--- src/rtl/lcd_pkg.sv ---
// Shared types and helpers for the passive-matrix LCD scan controller.
// Holds the scan state / shift phase encodings and a counter width helper.
package lcd_pkg;

    typedef enum logic [1:0] {
        IDLE  = 2'd0,
        SHIFT = 2'd1,
        LATCH = 2'd2
    } state_t;

    typedef enum logic {
        PH_A = 1'b0,
        PH_B = 1'b1
    } phase_t;

    // Bits needed for a counter running 0..n-1 (at least one bit).
    function automatic int cnt_w(input int n);
        return (n < 2) ? 1 : $clog2(n);
    endfunction

endpackage

--- src/rtl/lcd_tick_gen.sv ---
// Clock-enable divider: tick is high for one clk out of every CLK_DIV.
// Ports: clk, rst_n (sync, active-low), tick (out).
module lcd_tick_gen
    import lcd_pkg::*;
#(
    parameter int CLK_DIV = 3
) (
    input  logic clk,
    input  logic rst_n,
    output logic tick
);

    localparam int W = cnt_w(CLK_DIV);
    localparam logic [W-1:0] LAST = W'(CLK_DIV - 1);

    logic [W-1:0] cnt;

    always_ff @(posedge clk) begin
        if (!rst_n) begin
            cnt <= '0;
        end else if (cnt == LAST) begin
            cnt <= '0;
        end else begin
            cnt <= cnt + W'(1);
        end
    end

    assign tick = (cnt == LAST);

endmodule

--- src/rtl/lcd_scan_ctrl.sv ---
// Raw STN LCD scan controller: reads framebuffer words and drives
// FLM, LP (CL1), DCLK (CL2), M and the DW-bit data bus from one clock.
// Ports: clk, rst_n (sync, active-low); fb_rd/fb_addr out, fb_data in
// (valid 1 clk after fb_rd); frame_start pulse; lcd_flm, lcd_lp,
// lcd_dclk, lcd_m, lcd_data (MSB = leftmost pixel).
// Macro LCD_MLINE_EN: M toggles every M_LINES lines (line inversion);
// undefined, M toggles once per frame.
module lcd_scan_ctrl
    import lcd_pkg::*;
#(
    parameter int H_RES    = 240,
    parameter int V_RES    = 64,
    parameter int DW       = 4,
    parameter int AW       = 16,
    parameter int CLK_DIV  = 3,
    parameter int LP_WIDTH = 1,
    parameter int M_LINES  = 13
) (
    input  logic          clk,
    input  logic          rst_n,
    output logic          fb_rd,
    output logic [AW-1:0] fb_addr,
    input  logic [DW-1:0] fb_data,
    output logic          frame_start,
    output logic          lcd_flm,
    output logic          lcd_lp,
    output logic          lcd_dclk,
    output logic          lcd_m,
    output logic [DW-1:0] lcd_data
);

    if (H_RES % DW != 0) begin : g_bad_hres
        $error("lcd_scan_ctrl: H_RES must be a multiple of DW");
    end
    if (CLK_DIV < 2) begin : g_bad_div
        $error("lcd_scan_ctrl: CLK_DIV must be at least 2");
    end
    if (LP_WIDTH < 1) begin : g_bad_lp
        $error("lcd_scan_ctrl: LP_WIDTH must be at least 1");
    end

    localparam int WPL = H_RES / DW;
    localparam int CW  = cnt_w(WPL);
    localparam int RW  = cnt_w(V_RES);
    localparam int LW  = cnt_w(2 * LP_WIDTH);

    localparam logic [CW-1:0] COL_LAST   = CW'(WPL - 1);
    localparam logic [RW-1:0] ROW_LAST   = RW'(V_RES - 1);
    localparam logic [LW-1:0] LP_LAST    = LW'(2 * LP_WIDTH - 1);
    localparam logic [LW-1:0] LP_ON_LAST = LW'(LP_WIDTH - 1);

    logic tick;

    lcd_tick_gen #(
        .CLK_DIV (CLK_DIV)
    ) u_tick (
        .clk   (clk),
        .rst_n (rst_n),
        .tick  (tick)
    );

    state_t        state, state_nx;
    phase_t        phase, phase_nx;
    logic [CW-1:0] col, col_nx;
    logic [RW-1:0] row, row_nx;
    logic [LW-1:0] lpcnt, lpcnt_nx;
    logic [AW-1:0] addr_nx;
    logic          rd_nx;
    logic          fs_nx;
    logic          flm_nx;
    logic          lp_nx;
    logic          dclk_nx;
    logic          m_nx;
    logic [DW-1:0] data_nx;

    logic          rd_d;
    logic [DW-1:0] cap;
    logic [DW-1:0] word;
    logic          wrap;

`ifdef LCD_MLINE_EN
    localparam int MW = cnt_w(M_LINES);
    localparam logic [MW-1:0] M_LAST = MW'(M_LINES - 1);
    // A partial group at the bottom of the frame still flips M at wrap.
    localparam bit M_WRAP_FLIP = (V_RES % M_LINES) != 0;

    logic [MW-1:0] mcnt, mcnt_nx;

    always_ff @(posedge clk) begin
        if (!rst_n) begin
            mcnt <= '0;
        end else begin
            mcnt <= mcnt_nx;
        end
    end
`endif

    // Read data lands one clk after fb_rd; when that clk is also the
    // phase-A tick the word is taken straight from the bus.
    always_ff @(posedge clk) begin
        if (!rst_n) begin
            rd_d <= 1'b0;
            cap  <= '0;
        end else begin
            rd_d <= fb_rd;
            if (rd_d) begin
                cap <= fb_data;
            end
        end
    end

    assign word = rd_d ? fb_data : cap;
    assign wrap = (row == ROW_LAST);

    always_comb begin
        state_nx = state;
        phase_nx = phase;
        col_nx   = col;
        row_nx   = row;
        lpcnt_nx = lpcnt;
        addr_nx  = fb_addr;
        rd_nx    = 1'b0;
        fs_nx    = 1'b0;
        flm_nx   = lcd_flm;
        lp_nx    = lcd_lp;
        dclk_nx  = lcd_dclk;
        m_nx     = lcd_m;
        data_nx  = lcd_data;
`ifdef LCD_MLINE_EN
        mcnt_nx  = mcnt;
`endif
        if (tick) begin
            unique case (state)
                IDLE: begin
                    state_nx = SHIFT;
                    phase_nx = PH_A;
                    addr_nx  = '0;
                    rd_nx    = 1'b1;
                end
                SHIFT: begin
                    if (phase == PH_A) begin
                        dclk_nx  = 1'b1;
                        data_nx  = word;
                        phase_nx = PH_B;
                    end else begin
                        dclk_nx = 1'b0;
                        if (col != COL_LAST) begin
                            col_nx   = col + CW'(1);
                            addr_nx  = fb_addr + AW'(1);
                            rd_nx    = 1'b1;
                            phase_nx = PH_A;
                        end else begin
                            col_nx   = '0;
                            state_nx = LATCH;
                            lpcnt_nx = '0;
                            lp_nx    = 1'b1;
                            flm_nx   = wrap;
                        end
                    end
                end
                LATCH: begin
                    if (lpcnt == LP_LAST) begin
                        lp_nx    = 1'b0;
                        flm_nx   = 1'b0;
                        state_nx = SHIFT;
                        phase_nx = PH_A;
                        rd_nx    = 1'b1;
                        if (wrap) begin
                            row_nx  = '0;
                            addr_nx = '0;
                            fs_nx   = 1'b1;
                        end else begin
                            row_nx  = row + RW'(1);
                            addr_nx = fb_addr + AW'(1);
                        end
`ifdef LCD_MLINE_EN
                        if (wrap) begin
                            mcnt_nx = '0;
                            if (mcnt == M_LAST || M_WRAP_FLIP) begin
                                m_nx = ~lcd_m;
                            end
                        end else if (mcnt == M_LAST) begin
                            mcnt_nx = '0;
                            m_nx    = ~lcd_m;
                        end else begin
                            mcnt_nx = mcnt + MW'(1);
                        end
`else
                        if (wrap) begin
                            m_nx = ~lcd_m;
                        end
`endif
                    end else begin
                        lpcnt_nx = lpcnt + LW'(1);
                        lp_nx    = (lpcnt < LP_ON_LAST);
                    end
                end
                default: begin
                    state_nx = IDLE;
                end
            endcase
        end
    end

    always_ff @(posedge clk) begin
        if (!rst_n) begin
            state       <= IDLE;
            phase       <= PH_A;
            col         <= '0;
            row         <= '0;
            lpcnt       <= '0;
            fb_rd       <= 1'b0;
            fb_addr     <= '0;
            frame_start <= 1'b0;
            lcd_flm     <= 1'b0;
            lcd_lp      <= 1'b0;
            lcd_dclk    <= 1'b0;
            lcd_m       <= 1'b0;
            lcd_data    <= '0;
        end else begin
            state       <= state_nx;
            phase       <= phase_nx;
            col         <= col_nx;
            row         <= row_nx;
            lpcnt       <= lpcnt_nx;
            fb_rd       <= rd_nx;
            fb_addr     <= addr_nx;
            frame_start <= fs_nx;
            lcd_flm     <= flm_nx;
            lcd_lp      <= lp_nx;
            lcd_dclk    <= dclk_nx;
            lcd_m       <= m_nx;
            lcd_data    <= data_nx;
        end
    end

endmodule

--- config.mk ---
export PLATFORM = sky130hd
export DESIGN_NAME = lcd_scan_ctrl
export DESIGN_NICKNAME = d
export VERILOG_FILES = /design/src/rtl/lcd_pkg.sv /design/src/rtl/lcd_tick_gen.sv /design/src/rtl/lcd_scan_ctrl.sv
export SDC_FILE = /design/constraint.sdc
export NUM_CORES = 1
export LEC_CHECK = 0
export CAP_MARGIN = 30
export CORE_ASPECT_RATIO = 0.8
export CORE_MARGIN = 2
export CORE_UTILIZATION = 40
export DETAILED_ROUTE_END_ITERATION = 12
export SKIP_LAST_GASP = 1
export SYNTH_ARGS = -nofsm -noshare
export SYNTH_HDL_FRONTEND = slang
export SYNTH_SLANG_ARGS = --single-unit
--- constraint.sdc ---
create_clock -name clk -period 2.4 [get_ports clk]
set_input_delay 0.48 -clock clk [delete_from_list [all_inputs] [get_ports clk]]
set_output_delay 0.48 -clock clk [all_outputs]
set_load 0.03 [all_outputs]
==> impl_metrics.yaml <==
global_routing:
  grt_max_degree: 18
  grt.overflow.total: 0
  grt_pass1_wl_um: 7631
  grt_pass1_vias: 1649
  antenna_found_initial: 0
  grt_use_total_pct: 14.44
route:
  drt-total-wl_um: 4620
  drt_first_pass_iters: 5
  via_per_inst: 4.976
  drt_iter0_markers: 63
  ant_nets: 0
  vias: 1841
  drc_errors: 0
  wl_per_cell_um: 12.49
setup_path:
  crit_family: "compound AO/OA/AOI/OAI gates"
  slowest_delay_ns: 0.35
  worstPathArrival_ns: 2.28
  required_ns: 2.61
  critPathLaunchType: "flip-flop"
  slowest_stage: "dfxtp_1"
  critPathCaptureType: "flip-flop"
  r2r-end: "fb_addr[8]$_SDFFE_PN0P_"
  critPathBufInv: 1
  worstSetupPathDepth: 7
  cp_max_fo: 16
  rrSetupSlack_ns: 0.33
  reg2reg_depth: 7
  reg2reg_from: "state[0]$_SDFFE_PN0P_"
  crit_chain: "inv_1 > ha_1 > or3_1 > o2111ai_4 > nor2_1 > a31oi_1 > a311oi_1"
  crit_type: "reg2reg"
logic_synthesis:
  synth_seq_cells: 49
  synth-seq-area-share_pct: 41.07
  yosys-top-cells-area: "dfxtp_1 (41%), xnor2_1 (7.0%), nor2_1 (4.2%), ha_1 (4.2%), nand2_1 (3.5%)"
  synth_top_area_cell: "dfxtp_1"
  synthArstFlopShare_pct: 0
  syn-num-nets: 272
  synth-edff-count: 0
  syn_avg_cell_area_um2: 9.258
  synth_common_cells: "dfxtp_1 (49), nor2_1 (27), nand2_1 (22)"
  synthFlopType: "dfxtp_1"
  synth_top_area_share_pct: 41.07
  yosysMostFrequentCell: "dfxtp_1"
  yosys_warnings: 0
  synth.distinct_cells: 50
  synthCells: 258
  syn-cell-area_um2: 2389
finish:
  drive_above_1_share_pct: 7.612
  area_growth_syn_to_layout_pct: 18.28
  design_area_um2: 2825
  antennaDiodeCount: 0
  seqCellArea_um2: 980.9
  num-fill-cells: 562
  layout.nets: 302
  multi_input_area_um2: 1280
min_path:
  min_path_type: "reg2reg"
  holdPathStages: 1
  min_to: "u_tick.cnt[0]$_SDFF_PP0_"
  hp-start: "u_tick.cnt[0]$_SDFF_PP0_"
placement:
  gp_congestion: 0.7468
  post_dp_cell_area_um2: 2729
  io_buffers: 31
  place_hpwl_um: 3351
sta:
  skew_ns: 0.01032
  worst_pin_slew_ns: 0.6471
  tns_ns: 0
  period_needed_ns: 2.066
  slew_headroom_pct: 56.86
  setup_viol: 0
  fin_crit_sh_pct: 86.07
  hold_violations: 0
  fmax_mhz: 484.1
  rsz0062_at_grt: "no"
  maxSlewViolCount: 0
die:
  ios: 32
  chipWidth_um: 90.40
  start_util_pct: 40.83
  dieArea_um2: 6609
  die_h_um: 73.12
  placementRows: 25
  coreArea_um2: 5849
pwr:
  sw_frac_of_total_pct: 26.42
  cellPowerDensity_nw_per_um2: 555.4
  internal_power_uw: 1155
  pwr-share-seq_pct: 54.3
  peakVddDrop_mv: 0.2934
  p_sw_uw: 414.6
  power.leakage_uw: 0.0009893
  comb_power_share_pct: 13.5
  power.share.clock_pct: 32.2
clock_tree:
  insertion_delay_ns: 0.30
  numCtsBuffers: 5
  cts_buffer_depth: 2
  clock-sinks: 49
  hold_buffers: 0
  cts_tree: "yes"
  htreeDepth: 2
  cts_resized: 0
  cts_root_buf: "clkbuf_8"
  cts_setup_buffers: 0
  cts.clk_slew.worst_paths_ns: 0.09
flow_run:
  drv_cap: 0
run_status:
  status: "complete, no violations"
-- how the worst max path moves through the flow --
stage | start | endpoint
global placement | state[0]$_SDFFE_PN0P_ | fb_addr[15]$_SDFFE_PN0P_
finish | state[0]$_SDFFE_PN0P_ | fb_addr[8]$_SDFFE_PN0P_
global route | state[0]$_SDFFE_PN0P_ | fb_addr[8]$_SDFFE_PN0P_
detailed placement | state[0]$_SDFFE_PN0P_ | fb_addr[8]$_SDFFE_PN0P_
CTS | state[0]$_SDFFE_PN0P_ | fb_addr[8]$_SDFFE_PN0P_
floorplan | state[0]$_SDFFE_PN0P_ | fb_addr[5]$_SDFFE_PN0P_
-- cell type report --
type / count / area share (%)
timing repair buffer: 36 / 12.31
tap: 81 / 3.587
clock inverter: 2 / 0.4872
clock buffer: 6 / 2.923
multi-input combinational: 191 / 45.31
sequential: 49 / 34.72
inverter: 5 / 0.6643
-- metrics by stage --
stage	cells	util (%)	hold WS [ns]	worst slack, ns	power, uW
2_1_floorplan	258	-	0.3920	0.5859	1033
3_3_place_gp	362	46.65	0.4031	0.3879	1084
3_5_place_dp	362	46.65	0.4056	0.3644	1084
4_1_cts	370	48.30	0.4190	0.3377	1594
5_1_grt	370	48.30	0.4519	0.1016	1646
6_report	370	48.30	0.4150	0.3343	1569
-- cell usage in the layout, fill, tap and decap left out, drive strengths merged, types with 2 or more instances in the layout --
master	netlist	routed
nor2	27	27
o211a	5	5
nand3	11	11
clkbuf	6	6
a21oi	9	9
buf	6	5
nor4	6	6
a31oi	2	2
clkdlybuf4s50	1	31
xnor2	19	19
o21a	2	2
mux2i	5	5
o21ai	9	9
a21boi	4	4
ha	8	8
nor3b	3	3
nand4	7	7
dfxtp	49	49
nor3	6	6
clkinv	0	2
xor2	3	3
and3	9	9
and2	6	6
inv	5	5
nand2	22	22
nor2b	12	12
-- logic make-up (layout without fill, tap and decap cells) --
group           count (synthesis)  after routing  share of synthesized area (%)
simple gates                  116            116                          26.82
flops                          49             49                          41.07
compound gates                 40             40                          12.42
xor+xnor                       22             22                          8.067
buf+inv                        18             49                          5.343
fa+ha+maj                       8              8                          4.191
mux                             5              5                          2.095
-- flip-flops by register name, indices dropped and copies added (netlist names) --
register / cells
col: 6
rd_d: 1
fb_addr: 16
row: 6
lcd_data: 4
u_tick.cnt: 2
lcd_lp: 1
state: 2
fb_rd: 1
lcd_m: 1
cap: 4
frame_start: 1
phase: 1
lcd_flm: 1
lcd_dclk: 1
lpcnt: 1
-- routing by layer --
layer / GRT usage, % / vias to the layer above / share of wire [%]
li1: - / 956 / -
met1: 19.51 / 848 / 53
met2: 22.31 / 30 / 42
met3: 3.822 / 7 / 3.5
met4: 5.641 / 0 / 1.5
met5: 0 / - / 0
-- power groups by stage --
stage                     logic [uW]  registers [uW]  clock network [uW]
after floorplan                  147             886                   0
after global placement           213             872                   0
after detailed placement         213             871                   0
after CTS                        213             853                 528
after global routing             234             856                 556
final                            212             852                 505
No activity file was read; power rests on OpenSTA's default activity.
